[src/rtl/exception_controller.sv]
// -----------------------------------------------------------------------------
// exception_controller
//
// Purpose:
//   Turns the registered MEM-stage exception code into pipeline control. When an
//   exception is accepted the controller latches the cause and the faulting PC
//   (EPC), squashes the younger pipeline stages for FLUSH_CYCLES cycles, and then
//   redirects fetch to a per-cause handler vector. An eret from the handler
//   returns to EPC+1. A second exception raised while the handler is running is
//   treated as a double fault, and the core halts until reset.
//
// Ports:
//   clk          in   1      clock; all state updates on the rising edge
//   reset        in   1      synchronous active-low reset (0 = reset)
//   exp_error    in   2      exception code: 00 none, 01 ovf, 10 illegal, 11 mem
//   mem_pc       in   PC_W   PC of the instruction currently in MEM
//   eret         in   1      return-from-exception strobe
//   flush        out  1      squash IF/ID/EX/MEM
//   redirect_en  out  1      one-cycle PC override strobe
//   redirect_pc  out  PC_W   redirect target, valid while redirect_en=1
//   in_handler   out  1      handler is executing
//   halted       out  1      double fault, core stopped
//   cause        out  2      latched exception code
//   epc          out  PC_W   latched faulting PC
//   exp_count    out  CNT_W  accepted exceptions, saturating
// -----------------------------------------------------------------------------
module exception_controller #(
  parameter int              PC_W         = 10,
  parameter logic [PC_W-1:0] VEC_BASE     = 'h3C0,
  parameter int              FLUSH_CYCLES = 2,
  parameter int              CNT_W        = 8
) (
  input  logic             clk,
  input  logic             reset,
  input  logic [1:0]       exp_error,
  input  logic [PC_W-1:0]  mem_pc,
  input  logic             eret,
  output logic             flush,
  output logic             redirect_en,
  output logic [PC_W-1:0]  redirect_pc,
  output logic             in_handler,
  output logic             halted,
  output logic [1:0]       cause,
  output logic [PC_W-1:0]  epc,
  output logic [CNT_W-1:0] exp_count
);

  typedef enum logic [2:0] {
    ST_IDLE,
    ST_FLUSH,
    ST_REDIRECT,
    ST_HANDLER,
    ST_RETURN,
    ST_HALTED
  } state_e;

  state_e           state_q, state_d;
  logic [3:0]       flush_cnt_q, flush_cnt_d;
  logic [1:0]       cause_q, cause_d;
  logic [PC_W-1:0]  epc_q, epc_d;
  logic [CNT_W-1:0] count_q, count_d;
  logic [CNT_W-1:0] count_inc;

  // The counter stays stuck at all-ones once it gets there.
  assign count_inc = (count_q == {CNT_W{1'b1}}) ? count_q : count_q + CNT_W'(1);

  always_ff @(posedge clk) begin
    if (!reset) begin
      state_q     <= ST_IDLE;
      flush_cnt_q <= '0;
      cause_q     <= '0;
      epc_q       <= '0;
      count_q     <= '0;
    end else begin
      state_q     <= state_d;
      flush_cnt_q <= flush_cnt_d;
      cause_q     <= cause_d;
      epc_q       <= epc_d;
      count_q     <= count_d;
    end
  end

  always_comb begin
    state_d     = state_q;
    flush_cnt_d = flush_cnt_q;
    cause_d     = cause_q;
    epc_d       = epc_q;
    count_d     = count_q;
    case (state_q)
      ST_IDLE: begin
        if (exp_error != 2'b00) begin
          cause_d     = exp_error;
          epc_d       = mem_pc;
          count_d     = count_inc;
          // The first flush cycle is the one right after acceptance, so the
          // counter is loaded with one less than the total flush length.
          flush_cnt_d = 4'(FLUSH_CYCLES - 1);
          state_d     = ST_FLUSH;
        end
      end
      ST_FLUSH: begin
        // Incoming codes are from instructions being squashed and are dropped.
        if (flush_cnt_q == 4'd0) begin
          state_d = ST_REDIRECT;
        end else begin
          flush_cnt_d = flush_cnt_q - 4'd1;
        end
      end
      ST_REDIRECT: begin
        state_d = ST_HANDLER;
      end
      ST_HANDLER: begin
        // A fault inside the handler takes priority over a concurrent eret.
        // cause/epc stay frozen so they still describe the original fault.
        if (exp_error != 2'b00) begin
          count_d = count_inc;
          state_d = ST_HALTED;
        end else if (eret) begin
          state_d = ST_RETURN;
        end
      end
      ST_RETURN: begin
        state_d = ST_IDLE;
      end
      ST_HALTED: begin
        state_d = ST_HALTED;
      end
      default: begin
        state_d = ST_IDLE;
      end
    endcase
  end

  // Outputs are decoded purely from registered state so no input reaches an
  // output combinationally.
  always_comb begin
    flush       = 1'b0;
    redirect_en = 1'b0;
    redirect_pc = '0;
    in_handler  = 1'b0;
    halted      = 1'b0;
    case (state_q)
      ST_FLUSH: begin
        flush = 1'b1;
      end
      ST_REDIRECT: begin
        redirect_en = 1'b1;
        redirect_pc = VEC_BASE + PC_W'({cause_q, 2'b00});
      end
      ST_HANDLER: begin
        in_handler = 1'b1;
      end
      ST_RETURN: begin
        // Resume after the faulting instruction; handler-side fetches are squashed.
        flush       = 1'b1;
        redirect_en = 1'b1;
        redirect_pc = epc_q + PC_W'(1);
      end
      ST_HALTED: begin
        flush  = 1'b1;
        halted = 1'b1;
      end
      default: begin
        flush = 1'b0;
      end
    endcase
  end

  assign cause     = cause_q;
  assign epc       = epc_q;
  assign exp_count = count_q;

endmodule

[config.mk]
export PLATFORM = sky130hd
export DESIGN_NAME = exception_controller
export DESIGN_NICKNAME = d
export VERILOG_FILES = /design/src/rtl/exception_controller.sv
export SDC_FILE = /design/constraint.sdc
export NUM_CORES = 1
export LEC_CHECK = 0
export BUFFER_PORTS_ARGS = -buffer_cell sky130_fd_sc_hd__buf_4
export CORE_MARGIN = 3
export CORE_UTILIZATION = 40
export CTS_CLUSTER_DIAMETER = 200
export DETAILED_ROUTE_END_ITERATION = 8
export PLACE_DENSITY = 0.66
export SYNTH_ARGS = -nofsm -noshare
export SYNTH_HDL_FRONTEND = slang
export SYNTH_SLANG_ARGS = --single-unit
[constraint.sdc]
create_clock -name clk -period 4.2 [get_ports clk]
set_input_delay 0.21 -clock clk [delete_from_list [all_inputs] [get_ports clk]]
set_output_delay 0.21 -clock clk [all_outputs]
set_load 0.05 [all_outputs]
==> results.json, run 1 <==
{
  "cp.required_ns": 3.99,
  "worstSetupPathDepth": 3,
  "ant_nets": 0,
  "cts-root-buf": "clkbuf_8",
  "cp_num_buf_inv": 1,
  "synth_edf_count": 0,
  "grt_max_degree": 20,
  "skew_ns": 0.003286,
  "crit_end": "redirect_pc[9]",
  "endpoint_kind": "output port",
  "syn-cell-area_sq_mm": 0.001498,
  "startpoint": "state_q[2]$_SDFFE_PN0P_",
  "period_minus_slack_ns": 2.083,
  "powerDensity_mw_per_mm2": 455.2,
  "postCtsHoldBufs": 0,
  "initial_core_util_pct": 43.18,
  "crit_path_cell_trace": "nand2_1 > o21ai_0 > buf_4",
  "die_area_sq_mm": 0.004515,
  "ctsResizeCount": 0,
  "numPortBuffers": 48,
  "ys_types": 42,
  "grt_pass1_wl_microns": 6003,
  "status": "finished clean",
  "dieHeight_microns": 67.19,
  "detail_route.first_pass.iterations": 4,
  "max_freq_mhz": 480.1,
  "antenna_found_initial": 0,
  "vias": 1431,
  "finalHoldViolCount": 0,
  "fillers": 353,
  "synth.yosys.warnings": 0,
  "cts_made_buffers": 3,
  "syn_to_final_growth_pct": 28.66,
  "cp-start-kind": "register",
  "p_leak_nw": 0.8278,
  "grt-ovfl-total": 0,
  "ys_seq_area_share_pct": 36.09,
  "clkSinkCount": 27,
  "io_pins": 49,
  "via_per_inst": 5.147,
  "syn_avg_cell_area_sq_um": 8.009,
  "crit_fanout": 16,
  "synth_top_area_cell": "dfxtp_1",
  "cp_data_arrival_time_ns": 1.87,
  "layout_common_cells": "buf_4 (49), nand2_1 (38), dfxtp_1 (27)",
  "drive_gt1_share_pct": 27.16,
  "grt_pass1_vias": 1288,
  "reg2reg_depth": 5,
  "crit_slowest_cell": "dfxtp_1",
  "synth.area.top_cells": "dfxtp_1 (36%), nand2_1 (9.5%), a21oi_1 (4.7%), xor2_1 (4.1%), nor2_1 (4.0%)",
  "holdWs_ns": 0.1728,
  "die-width_microns": 67.19,
  "htreeDepth": 1,
  "clk_transition_reported_paths_ns": 0.09,
  "cts_buffer_depth": 2,
  "drt_iter0_drc": 68,
  "yosysTopAreaCellShare_pct": 36.09,
  "synthArstFlopShare_pct": 0,
  "antenna_cells_inserted": 0,
  "synth_nets": 205,
  "holdCritPathClass": "input port to register",
  "reg2reg_slack_ns": 2.41,
  "path_class": "register to output port",
  "drv_cap": 0,
  "dp_hpwl_microns": 2742,
  "num_rows": 21,
  "setup_viol": 0,
  "nets": 251,
  "drc": 0,
  "cts_tree": "built",
  "tns_ns": 0,
  "grt_use_total_pct": 17.53,
  "synthFlopType": "dfxtp_1",
  "wl_per_cell_microns": 13.09,
  "routed_wl_microns": 3640,
  "post-route-period-util_pct": 49.60,
  "tightest_slew_ns": 0.6390,
  "slew_headroom_pct": 57.34,
  "coreArea_sq_mm": 0.003468,
  "cts_setup_buffers": 0,
  "ir_worst_vdd_mv": 0.1691,
  "slew_viol_final": 0,
  "gp_congestion": 0.7748,
  "insertion_delay_ns": 0.28,
  "critical-path-top-delay-family": "flip-flops",
  "r2r-start": "exp_count[0]$_SDFFE_PN0P_",
  "mostFrequentLayoutCell": "buf_4",
  "max_stage_delay_ns": 0.74,
  "reg2reg_to": "exp_count[1]$_SDFFE_PN0P_",
  "synthCells": 187,
  "ys_ff_latch": 27,
  "rsz0062_at_grt": "no"
}
## where the power goes
| group | internal [mW] | switching, mW | total [mW] |
|---|---|---|---|
| Clock | 0.0682 | 0.0813 | 0.149 |
| Combinational | 0.132 | 0.256 | 0.388 |
| Sequential | 0.289 | 0.0509 | 0.340 |
| Total | 0.489 | 0.388 | 0.877 |
## flip-flops by register name, summed over array words and instances (netlist names)
| register | count |
|---|---|
| exp_count | 8 |
| state_q | 3 |
| cause | 2 |
| flush_cnt_q | 4 |
| epc | 10 |
## cell families (layout without fill, tap and decap cells)
group / Yosys count / in the layout / synth area share (%)
adder cells (fa/ha/maj): 3 / 3 / 2.507
AND/OR/NAND/NOR: 93 / 93 / 31.33
buffers and inverters: 13 / 58 / 4.009
multiplexers: 3 / 3 / 2.005
AO/OA/AOI/OAI: 36 / 36 / 16.54
XOR/XNOR: 12 / 12 / 7.519
flip-flops: 27 / 27 / 36.09
## worst min-delay path by stage
stage,start,cells past startpoint,slack (ns),end
final,mem_pc[0],3,0.17,epc[0]$_SDFFE_PN0P_
after global routing,mem_pc[1],3,0.17,epc[1]$_SDFFE_PN0P_
after CTS,mem_pc[6],3,0.17,epc[6]$_SDFFE_PN0P_
after detailed placement,mem_pc[6],3,0.47,epc[6]$_SDFFE_PN0P_
after global placement,mem_pc[7],3,0.46,epc[7]$_SDFFE_PN0P_
after floorplan,mem_pc[9],2,0.35,epc[9]$_SDFFE_PN0P_
## per-stage QoR
| stage | cells | utilization, % | instance area, sq um | setup WS, ns | total power, mW |
|---|---|---|---|---|---|
| after floorplan | 187 | - | 1498 | 1.478 | 0.6302 |
| after global placement | 274 | 54.26 | 1882 | 2.446 | 0.7322 |
| after detailed placement | 274 | 54.26 | 1882 | 2.436 | 0.7353 |
| after CTS | 278 | 55.56 | 1927 | 2.128 | 0.8848 |
| after global routing | 278 | 55.56 | 1927 | 1.895 | 0.9367 |
| final | 278 | 55.56 | 1927 | 2.117 | 0.8771 |
## worst register-to-register path, stage by stage, from the launching register on
cell       delay [ns]
dfxtp_1          0.35
ha_1             0.30
and4_1           0.28
a2111oi_4        0.46
mux2i_1          0.23
nor2_1           0.05
## layer usage
metal / track usage (%) / vias up / wire [microns] / part of all wire (%)
met1: 23.52 / 650 / 1773 / 49
met2: 27.36 / 33 / 1615 / 44
met3: 2.829 / 5 / 174 / 4.8
met4: 8.354 / 0 / 77 / 2.1
li1: - / 743 / - / -
met5: 0 / - / 0 / 0
## Yosys cell counts (2+ instances only)
library cell	instances
o21ai_0	8
mux2i_1	3
nand2_1	38
xor2_1	7
buf_2	3
inv_1	4
or2_2	2
nand3_1	7
a21bo_2	2
and4_1	2
ha_1	3
a31oi_1	2
and3_1	6
nor3_1	8
and3b_1	2
buf_4	2
xnor2_1	4
nor4_1	2
clkbuf_1	3
nor2_1	16
nand4_1	3
a21oi_1	14
dfxtp_1	27
## final cells by class
cell class	count	area (sq um)	share of cell area [%]
inverters	5	18.77	0.9740
clock buffers	4	45.04	2.338
well taps	46	57.56	2.987
flip-flops and latches	27	540.5	28.05
multi-input cells	147	897.1	46.56
repair buffers	49	367.9	19.09
No activity file was read; power rests on OpenSTA's default activity.
==> inputs of run 2 (changes only) <==
--- a/config.mk
+++ b/config.mk
@@ -10,7 +10,7 @@
 export CORE_UTILIZATION = 40
 export CTS_CLUSTER_DIAMETER = 200
 export DETAILED_ROUTE_END_ITERATION = 8
-export PLACE_DENSITY = 0.66
+export PLACE_DENSITY = 0.68
 export SYNTH_ARGS = -nofsm -noshare
 export SYNTH_HDL_FRONTEND = slang
 export SYNTH_SLANG_ARGS = --single-unit
==> constraint.sdc (replaced) <==
create_clock -name clk -period 1.9 [get_ports clk]
set_input_delay 0.095 -clock clk [delete_from_list [all_inputs] [get_ports clk]]
set_output_delay 0.095 -clock clk [all_outputs]
set_load 0.05 [all_outputs]
==> run 2 against run 1 <==
Power is 120% higher. Worst hold slack got worse by 0.12 ns. Largest cell class unchanged. Critical path type unchanged. Utilization increased by 1.9 points. Non-clock buffer count grew 6. Sequential power rose by 120%. Highest routed layer unchanged. Combinational power grew 130%. Clock skew is 0.0032 ns higher.
==> results.json, run 2 (synthesis gave the netlist of run 1 again) <==
{
  "skew_ns": 0.006508,
  "postCtsHoldBufs": 0,
  "design_area_sq_mm": 0.001994,
  "wl_per_cell_microns": 12.45,
  "grt_pass1_wl_microns": 5671,
  "insertion_delay_ns": 0.27,
  "detail_route.first_pass.iterations": 4,
  "largest_reg_flops": 10,
  "initial_core_util_pct": 43.18,
  "crit_path_cell_trace": "ha_1 > nand3_1 > nor3_2 > xnor2_1 > o21ai_2 > buf_4",
  "fillers": 343,
  "dp_hpwl_microns": 2769,
  "drive_gt1_share_pct": 32.77,
  "holdCritPathClass": "input port to register",
  "finalHoldViolCount": 0,
  "die_area_sq_mm": 0.004515,
  "layout_common_cells": "buf_4 (55), nand2_1 (38), dfxtp_1 (24)",
  "clk_transition_reported_paths_ns": 0.09,
  "dieHeight_microns": 67.19,
  "cts_tree": "built",
  "drv_cap": 0,
  "hold_end": "epc[0]$_SDFFE_PN0P_",
  "cp-start-kind": "register",
  "slew_headroom_pct": 65.50,
  "min_path_cells": 3,
  "grt-ovfl-total": 0,
  "coreArea_sq_mm": 0.003468,
  "post_dp_cell_area_sq_mm": 0.001939,
  "cp_num_buf_inv": 1,
  "powerDensity_mw_per_mm2": 985.8,
  "htreeDepth": 1,
  "numPortBuffers": 48,
  "cp_data_arrival_time_ns": 1.64,
  "cts_buffer_depth": 2,
  "slew_viol_final": 0,
  "reg2reg_slack_ns": 0.25,
  "reg2reg_depth": 5,
  "die-width_microns": 67.19,
  "vias": 1440,
  "crit_fanout": 6,
  "reg2reg_to": "exp_count[1]$_SDFFE_PN0P_",
  "drc": 0,
  "clkSinkCount": 27,
  "critical-path-top-delay-family": "simple AND/OR/NAND/NOR gates",
  "max_freq_mhz": 575.9,
  "ir_worst_vdd_mv": 0.7810,
  "grt_max_degree": 16,
  "tightest_slew_ns": 0.5170,
  "cp.required_ns": 1.80,
  "setup_viol": 0,
  "antenna_cells_inserted": 0,
  "nets": 257,
  "status": "finished clean",
  "drt_iter0_drc": 59,
  "syn_to_final_growth_pct": 33.17,
  "antenna_found_initial": 0,
  "crit_slowest_cell": "dfxtp_2",
  "ant_nets": 0,
  "cts_made_buffers": 3,
  "grt_use_total_pct": 16.20,
  "grt_pass1_vias": 1197,
  "endpoint_kind": "output port",
  "io_pins": 49,
  "max_stage_delay_ns": 0.38,
  "rsz0062_at_grt": "no",
  "p_leak_nw": 0.8636,
  "via_per_inst": 5.070,
  "path_class": "register to output port",
  "cts-root-buf": "clkbuf_8",
  "post-route-period-util_pct": 91.38,
  "final_core_util_pct": 57.50,
  "hp-start": "mem_pc[0]",
  "num_rows": 21,
  "routed_wl_microns": 3535,
  "period_minus_slack_ns": 1.736,
  "gp_congestion": 0.7733,
  "r2r-start": "exp_count[0]$_SDFFE_PN0P_",
  "mostFrequentLayoutCell": "buf_4"
}
## run 2: cell count changes in the layout (fill, tap and decap cells not counted), moves of 3 or more
cell	change
dfxtp_2	+3
o21ai_0	-6
dfxtp_1	-3
o21ai_1	+4
buf_4	+6
## run 2: stage by stage
step | setup slack, ns | setup TNS (ns) | instances | hold slack, ns | total power [mW]
floorplan | -0.2081 | -0.4173 | 187 | 0.2310 | 1.402
detailed placement | 0.2517 | 0 | 280 | 0.3543 | 1.658
global placement | 0.2832 | 0 | 280 | 0.3466 | 1.649
CTS | 0.03987 | 0 | 284 | 0.06051 | 1.980
global route | 0.04039 | 0 | 284 | 0.04678 | 2.092
finish | 0.1637 | 0 | 284 | 0.05547 | 1.966
## run 2: layout make-up
class / count / area (sq um) / share of cell area [%]
Clock buffer: 3 / 41.29 / 2.070
Tap cell: 46 / 57.56 / 2.886
Timing Repair Buffer: 55 / 412.9 / 20.70
Clock inverter: 1 / 5.005 / 0.2509
Inverter: 5 / 18.77 / 0.9410
Multi-Input combinational cell: 147 / 914.6 / 45.86
Sequential cell: 27 / 544.3 / 27.29
## run 2: worst max path at each step
stage / startpoint / endpoint / slack [ns] / cells past startpoint
global route: state_q[2]$_SDFFE_PN0P_ / redirect_pc[9] / 0.04 / 4
global placement: exp_count[0]$_SDFFE_PN0P_ / exp_count[1]$_SDFFE_PN0P_ / 0.28 / 5
floorplan: epc[2]$_SDFFE_PN0P_ / redirect_pc[9] / -0.21 / 4
finish: epc[0]$_SDFFE_PN0P_ / redirect_pc[8] / 0.16 / 6
CTS: epc[0]$_SDFFE_PN0P_ / redirect_pc[8] / 0.04 / 6
detailed placement: exp_count[0]$_SDFFE_PN0P_ / exp_count[1]$_SDFFE_PN0P_ / 0.25 / 5
## run 2: repair_timing
action | CTS | global route
endpoints found under the setup margin | 0 | 7
resized for setup | 0 | 4
buffers inserted | 0 | 0
## run 2: power by group
part	switching (mW)	internal (mW)
clock	0.177	0.147
sequential	0.104	0.641
combinational	0.580	0.317
total	0.861	1.11
## run 2: worst reg2reg max path: stages (launching register included)
cell and delay [ns]:
dfxtp_1 0.35, ha_1 0.22, and4_1 0.24, a2111oi_4 0.45
mux2i_1 0.23, nor2_1 0.06
## run 2: layer usage
layer	global-route usage [%]	up-vias	part of all wire (%)
met1	23.82	649	49
met5	0	-	0
met2	24.79	36	44
met4	2.278	0	0.71
met3	3.494	2	6.7
li1	-	753	-
==> inputs of run 3 (changes only) <==
--- a/config.mk
+++ b/config.mk
@@ -10,7 +10,7 @@
 export CORE_UTILIZATION = 40
 export CTS_CLUSTER_DIAMETER = 200
 export DETAILED_ROUTE_END_ITERATION = 8
-export PLACE_DENSITY = 0.68
+export PLACE_DENSITY = 0.66
 export SYNTH_ARGS = -nofsm -noshare
 export SYNTH_HDL_FRONTEND = slang
 export SYNTH_SLANG_ARGS = --single-unit
==> constraint.sdc (replaced) <==
create_clock -name clk -period 1.6 [get_ports clk]
set_input_delay 0.08 -clock clk [delete_from_list [all_inputs] [get_ports clk]]
set_output_delay 0.08 -clock clk [all_outputs]
set_load 0.05 [all_outputs]
==> run 3 against run 2 <==
The flow now finishes with violations (negative setup slack). Die area unchanged. Via count increased by 9.6%. Sequential share of layout area is 2.8 points lower. Cell area increased by 19%. Utilization up 11 points. Largest cell class unchanged.
==> results.json, run 3 (synthesis gave the netlist of run 1 again) <==
{
  "cts_buffer_depth": 2,
  "io_pins": 49,
  "layout.area.seq_sq_um": 580.6,
  "htreeDepth": 1,
  "grt_pass1_wl_microns": 6182,
  "grt_pass1_vias": 1367,
  "drt_iter0_drc": 125,
  "crit_path_cell_trace": "and4_4 > nand4_1 > xor2_2 > o21ai_4 > buf_6",
  "gp_congestion": 0.8341,
  "setup_ws_ns": -0.03207,
  "max_freq_mhz": 612.7,
  "max_stage_delay_ns": 0.39,
  "dp_slack_ns": 0.03442,
  "dieHeight_microns": 67.19,
  "crit_slowest_cell": "dfxtp_4",
  "drive_gt1_share_pct": 48.62,
  "post_dp_cell_area_sq_mm": 0.002106,
  "tightest_slew_ns": 0.5548,
  "clkSinkCount": 27,
  "drc": 0,
  "antenna_cells_inserted": 0,
  "crit_fanout": 5,
  "cts_tree": "built",
  "cp.required_ns": 1.52,
  "numPortBuffers": 48,
  "postCtsHoldBufs": 0,
  "layout_common_cells": "buf_4 (59), nand2_1 (35), a21oi_1 (14)",
  "routed_wl_microns": 4198,
  "cp_data_arrival_time_ns": 1.55,
  "setup_viol": 1,
  "grt-ovfl-total": 0,
  "violations": "negative setup slack",
  "mostFrequentLayoutCell": "buf_4",
  "finalHoldViolCount": 0,
  "status": "finished with violations",
  "holdWs_ns": 0.03649,
  "period_minus_slack_ns": 1.632,
  "largest_reg_flops": 10,
  "dp_hpwl_microns": 3074,
  "finalPower_mw": 2.628,
  "design_area_sq_mm": 0.002370,
  "die_area_sq_mm": 0.004515,
  "insertion_delay_ns": 0.27,
  "slew_viol_final": 0,
  "num_rows": 21,
  "powerDensity_mw_per_mm2": 1109,
  "via_per_inst": 5.278,
  "path_class": "register to output port",
  "rsz0062_at_grt": "yes",
  "cts-root-buf": "clkbuf_8",
  "cp-start-kind": "register",
  "antenna_found_initial": 0,
  "drv_cap": 0,
  "final-instance-count-excl-fill": 299,
  "grt_max_degree": 16,
  "grt_use_total_pct": 17.82,
  "multiInputGateArea_sq_mm": 0.001077,
  "coreArea_sq_mm": 0.003468,
  "dpl.cell_count": 285,
  "holdCritPathClass": "input port to register",
  "endpoint_kind": "output port",
  "vias": 1578,
  "initial_core_util_pct": 43.18,
  "slew_headroom_pct": 62.97,
  "ir_worst_vdd_mv": 0.5795,
  "cts_made_buffers": 3,
  "die-width_microns": 67.19,
  "ant_nets": 0,
  "skew_ns": 0.003882,
  "p_leak_nw": 1.000,
  "wl_per_cell_microns": 14.04,
  "clk_transition_reported_paths_ns": 0.09,
  "nets": 272,
  "syn_to_final_growth_pct": 58.23,
  "post-route-period-util_pct": 102.0,
  "detail_route.first_pass.iterations": 6,
  "fillers": 290
}
run 3: cell types whose count changed in the layout (fill, tap and decap cells not counted), sizes merged:
| cell | delta |
|---|---|
| clkbuf | +1 |
| buf | +14 |
run 3: path summary, 6_finish.rpt:
path / from / endpoint / slack, ns / cells after the start
worst max register to register: exp_count[0]$_SDFFE_PN0P_ / exp_count[1]$_SDFFE_PN0P_ / 0.06 / 5
worst min register to register: epc[5]$_SDFFE_PN0P_ / epc[5]$_SDFFE_PN0P_ / 0.50 / 2
worst min-delay path: mem_pc[2] / epc[2]$_SDFFE_PN0P_ / 0.04 / 3
worst max-delay path: epc[1]$_SDFFE_PN0P_ / redirect_pc[9] / -0.03 / 5
run 3: worst max-delay path: cells and delay by family, from the launching register on:
family,cells,cell delay [ns]
flops,1,0.39
simple gates,2,0.39
xor+xnor,1,0.20
buf+inv,1,0.17
compound gates,1,0.13
run 3: repair_timing:
item / CTS / global route
buffers inserted: 1 / 8
setup endpoints to repair: 10 / 12
pin swaps: 3 / 3
cloned: 0 / 1
gates resized for setup: 22 / 13
endpoints found under the hold margin: 0 / 0
run 3: report_power, final:
group | switching, mW | internal, mW | total [mW]
Clock | 0.223 | 0.175 | 0.398
Sequential | 0.114 | 0.780 | 0.895
Combinational | 0.810 | 0.526 | 1.34
Total | 1.15 | 1.48 | 2.63
run 3: metrics by stage:
step	utilization, %	setup TNS (ns)
floorplan	-	-0.07448
global placement	60.71	0
detailed placement	60.71	0
CTS	64.47	0
global route	68.33	-0.1193
finish	68.33	-0.03207
run 3: layout make-up:
| class | count | share of cell area [%] |
|---|---|---|
| clock buffer | 3 | 1.742 |
| clock inverter | 1 | 0.2112 |
| inverter | 5 | 0.7920 |
| timing repair buffer | 70 | 24.87 |
| sequential | 27 | 24.50 |
| tap | 46 | 2.429 |
| multi-input combinational | 147 | 45.46 |
run 3: metal layers:
| layer | track usage, % | routed length (microns) | vias to the layer above | part of all wire [%] |
|---|---|---|---|---|
| li1 | - | - | 789 | - |
| met1 | 22.10 | 1864 | 736 | 44 |
| met2 | 30.67 | 2051 | 47 | 49 |
| met3 | 2.829 | 225 | 6 | 5.4 |
| met4 | 7.089 | 57 | 0 | 1.4 |
| met5 | 0 | 0 | - | 0 |
